File: src/rtl/mac_pkg.sv
// Shared types and widths for the MAC dot-product datapath.
package mac_pkg;

    localparam int DATA_W = 8;
    localparam int ACC_W  = 16;

    typedef enum logic [1:0] {
        IDLE = 2'd0,
        ACC  = 2'd1,
        DONE = 2'd2
    } mac_seq_state_t;

endpackage

File: src/rtl/mac_unit.sv
// Combinational unsigned multiply-accumulate: c = a*w + b, truncated to ACC_W bits.
module mac_unit
    import mac_pkg::*;
(
    input  logic [DATA_W-1:0] a,
    input  logic [DATA_W-1:0] w,
    input  logic [ACC_W-1:0]  b,
    output logic [ACC_W-1:0]  c
);

    logic [ACC_W-1:0] prod;

    assign prod = ACC_W'(a) * ACC_W'(w);
    assign c    = prod + b;

endmodule

File: src/rtl/mac_dot_seq.sv
// Sequencer streaming operand pairs through one mac_unit to form bias + sum(a*w),
// presenting the 16-bit result and a sticky wrap flag on a valid/ready port.
module mac_dot_seq
    import mac_pkg::*;
#(
    parameter int LEN_W = 8
) (
    input  logic              clk,
    input  logic              rst_n,
    input  logic              start,
    input  logic [LEN_W-1:0]  len,
    input  logic [ACC_W-1:0]  bias,
    output logic              busy,
    input  logic              in_valid,
    output logic              in_ready,
    input  logic [DATA_W-1:0] in_a,
    input  logic [DATA_W-1:0] in_w,
    output logic              out_valid,
    input  logic              out_ready,
    output logic [ACC_W-1:0]  out_data,
    output logic              out_ovf
);

    mac_seq_state_t   state_q, state_d;
    logic [ACC_W-1:0] acc_q, acc_d;
    logic [LEN_W-1:0] cnt_q, cnt_d;
    logic             ovf_q, ovf_d;
    logic [ACC_W-1:0] mac_c;

    mac_unit u_mac (
        .a (in_a),
        .w (in_w),
        .b (acc_q),
        .c (mac_c)
    );

    always_ff @(posedge clk or negedge rst_n) begin
        if (!rst_n) begin
            state_q <= IDLE;
            acc_q   <= '0;
            cnt_q   <= '0;
            ovf_q   <= 1'b0;
        end else begin
            state_q <= state_d;
            acc_q   <= acc_d;
            cnt_q   <= cnt_d;
            ovf_q   <= ovf_d;
        end
    end

    always_comb begin
        state_d = state_q;
        acc_d   = acc_q;
        cnt_d   = cnt_q;
        ovf_d   = ovf_q;
        case (state_q)
            IDLE: begin
                if (start) begin
                    acc_d   = bias;
                    cnt_d   = len;
                    ovf_d   = 1'b0;
                    state_d = (len != '0) ? ACC : DONE;
                end
            end
            ACC: begin
                // in_ready is implied in ACC, so in_valid alone marks a handshake
                if (in_valid) begin
                    acc_d = mac_c;
                    ovf_d = ovf_q | (mac_c < acc_q);
                    cnt_d = cnt_q - LEN_W'(1);
                    if (cnt_q == LEN_W'(1)) begin
                        state_d = DONE;
                    end
                end
            end
            DONE: begin
                if (out_ready) begin
                    state_d = IDLE;
                end
            end
            default: state_d = IDLE;
        endcase
    end

    assign busy      = (state_q != IDLE);
    assign in_ready  = (state_q == ACC);
    assign out_valid = (state_q == DONE);
    assign out_data  = acc_q;
    assign out_ovf   = ovf_q;

endmodule

File: config.mk
export PLATFORM = sky130hd
export DESIGN_NAME = mac_dot_seq
export DESIGN_NICKNAME = d
export VERILOG_FILES = /design/src/rtl/mac_pkg.sv /design/src/rtl/mac_unit.sv /design/src/rtl/mac_dot_seq.sv
export SDC_FILE = /design/constraint.sdc
export NUM_CORES = 1
export LEC_CHECK = 0
export CAP_MARGIN = 5
export CORE_AREA = 2 2 84 102
export DETAILED_ROUTE_END_ITERATION = 7
export DIE_AREA = 0 0 86 104
export GPL_TIMING_DRIVEN = 0
export PLACE_DENSITY = 0.84
export SETUP_SLACK_MARGIN = 0.2
export SLEW_MARGIN = 20
export SYNTH_ARGS = -nofsm -noshare
export SYNTH_HDL_FRONTEND = slang
export SYNTH_SLANG_ARGS = --single-unit
export TNS_END_PERCENT = 100
File: constraint.sdc
create_clock -name clk -period 6.85 [get_ports clk]
set_clock_uncertainty 0.05 [all_clocks]
set_input_delay 1.7125 -clock clk [delete_from_list [all_inputs] [get_ports clk]]
set_output_delay 1.7125 -clock clk [all_outputs]
set_load 0.005 [all_outputs]
==> impl_results.md <==
* Post-DP Area at around 5000 µm²
* Worst R2R Setup Slack at around 1.7 ns
* Register area share after synthesis at 0.158
* PortBufs at 63
* Finished Layout Cells at roughly 670
* Drt via density at ~5.6
* WHS at 0.496 ns
* Core box area at 7970 µm²
* Hold Buf Count CTS at 0
* Crit path launch: in_w[6]
* Most common cell after layout, fill and taps aside: inv_1
* Ports at 65
* Fin area at 5130 µm²
* Drt initial violations at between 150 and 200
* Initial antenna violation count at 0
* Layout cells sized above 1 at 0.0760
* Min-delay src: cnt_q[1]
* Final ANT Viol Nets at 0
* Syn Inst Count at just over 500
* DRC at 0
* Critical path launch point type: primary input
* Setup_tns at 0 ns
* Row count at 36
* DR pass1 iterations at 5
* Crit path max fanout at 9
* Seq cells post-synth at 27
* Final setup viols at 0
* Final Max Slew Viols at 0
* Worst EP arrival at roughly 6.7 ns
* Clock Pin Slew Worst Setup and Hold Paths at 0.10 ns
* Commonest cells after routing, fill and taps aside: inv_1, fa_1, ha_1, nand2_1, clkdlybuf4s50_1
* CP required at approximately 7.0 ns
* RSZ-0062 raised after global routing: false
* Vias at 3,782
* Die Span X at about 86 µm
* Nets at 728
* Die height at roughly 100 µm
* Synthesis-to-finish area growth at 20.2%
* Avg Inst Size Synth at between 8 and 9 µm²
* Outcome: completed
* Fillers at ~670
* Drt total wl at approximately 11,000 µm
* Number of synthesized flops with an enable pin at 0
* FFs w/ async S/R, synth at 1.00
* Max-cap violations at 0
* Gr ovfl total at 0
* # diodes at 0
* Initial Util at 0.536
* Hpwl dp at a little under 9000 µm
* Placed insts at about 670
* Hold Violations, Final at 0
* Global-route wire length before repair at roughly 18,000 µm
* Distinct cell type count after synthesis at 48
* Vias in the first global route at ~4,000
* Post-synth net total at 655
* Die area at 8940 µm²
* CP Capture Type: register
* Clk root buf: clkbuf_8
* Final min period at ~6.5 ns
* Gr usage total at 0.250
* Pin count of the biggest net entering global routing at 28
* Worst rel slew slack at 0.592
* Crit path kind: primary input to register
* FF-to-FF Start: out_data[6]
* Wirelength per Cell at 16.1 µm
* Number of buffers created by CTS at 3
* H-tree depth at 1
* Placer Congestion at around 0.9
* Netlist Area Pre-Place at ~4300 µm²
* Final period util at 0.953
* Hold crit path type: register to register
* Fmax at ~150 MHz
* Yosys Warn Count at 0
* Total clock sinks at 27
* Ys flop type: dfrtp_1
* Clk_lat worst skew at between 0.2 and 0.3 ns
* Worst Max-Slew Pin Slew at roughly 0.61 ns
* Longest Clk Path Bufs at 2
* TritonCTS clock tree: built
## per-layer routing
layer  routed length (µm)  track usage
met3                  436       0.0198
met1                 4340        0.317
met2                 5890        0.450
met5                    0            0
met4                  202       0.0703
## stage by stage
stage                     setup slack (ns)   util
after global placement              -0.501  0.630
final                                0.319  0.644
after CTS                            0.202  0.644
after floorplan                      0.381      -
after global routing                 0.136  0.644
after detailed placement            -0.722  0.629
## cells in the mapped netlist (all sizes together), types with 2 or more instances
cell | n | area, µm²
xnor2 | 10 | 87.6
dfrtp | 27 | 676
nor4 | 2 | 12.5
a21oi | 27 | 135
nand4 | 5 | 31.3
nor2b | 5 | 31.3
clkbuf | 13 | 50.0
o31a | 3 | 26.3
nand3b | 2 | 15.0
nor3 | 3 | 15.0
a221oi | 2 | 23.8
or3 | 2 | 12.5
a31oi | 8 | 50.1
fa | 51 | 1020
a21o | 7 | 53.8
inv | 112 | 420
and2 | 36 | 225
nand2 | 48 | 180
o221ai | 6 | 52.6
o21ai | 25 | 129
a2111oi | 2 | 17.5
and3 | 2 | 17.5
a221o | 3 | 30.0
o21a | 3 | 22.5
nand2b | 5 | 31.3
xor2 | 3 | 26.3
nor2 | 22 | 82.6
nand3 | 7 | 35.0
ha | 52 | 651
a211oi | 2 | 15.0
## logic make-up (layout without fill, tap and decap cells)
| family | after synthesis | count (layout) | share of synthesized area |
|---|---|---|---|
| simple gates | 141 | 141 | 0.165 |
| buf+inv | 127 | 199 | 0.114 |
| flops | 27 | 27 | 0.158 |
| xor+xnor | 13 | 13 | 0.0267 |
| compound gates | 95 | 95 | 0.143 |
| mux | 1 | 1 | 0.00234 |
| fa+ha+maj | 103 | 103 | 0.391 |
## area by class of cell
class	count	area (µm²)	area share
sequential	27	676	0.132
tap	95	119	0.0232
multi-input combinational	353	3190	0.621
clock inverter	1	5.00	0.000975
timing repair buffer	68	613	0.119
inverter	113	424	0.0826
buffer	14	68.8	0.0134
clock buffer	3	41.3	0.00804
## sequential cells by signal (all words and copies together), names as in the netlist
name / cells
out_ovf: 1
out_data: 16
cnt_q: 8
state_q: 2
## worst paths after layout
kind,endpoint,cells past startpoint
max reg2reg,out_ovf,18
max in group asynchronous,cnt_q[1],1
min reg2reg,cnt_q[1],2
max,out_ovf,17
min in group asynchronous,out_ovf,1
min,cnt_q[1],2
## what timing repair did
item,CTS,global route
pin swaps,4,10
endpoints found under the setup margin,1,1
setup buffers,3,2
gates resized for setup,50,33
## critical path, stage by stage
cell and delay [ns]:
clkdlybuf4s15_2 0.24, and2_1 0.17, fa_1 0.49, fa_1 0.53, fa_1 0.56, inv_1 0.06, fa_1 0.54, inv_1 0.04
ha_1 0.28, clkbuf_4 0.19, a2111oi_0 0.42, a21oi_1 0.15, o311a_1 0.15, ha_1 0.31, a21o_1 0.17, a221o_1 0.41
a221oi_2 0.25
Power is not shown: default switching activity piles up to over one toggle a cycle in this logic, so the estimate is an artifact.
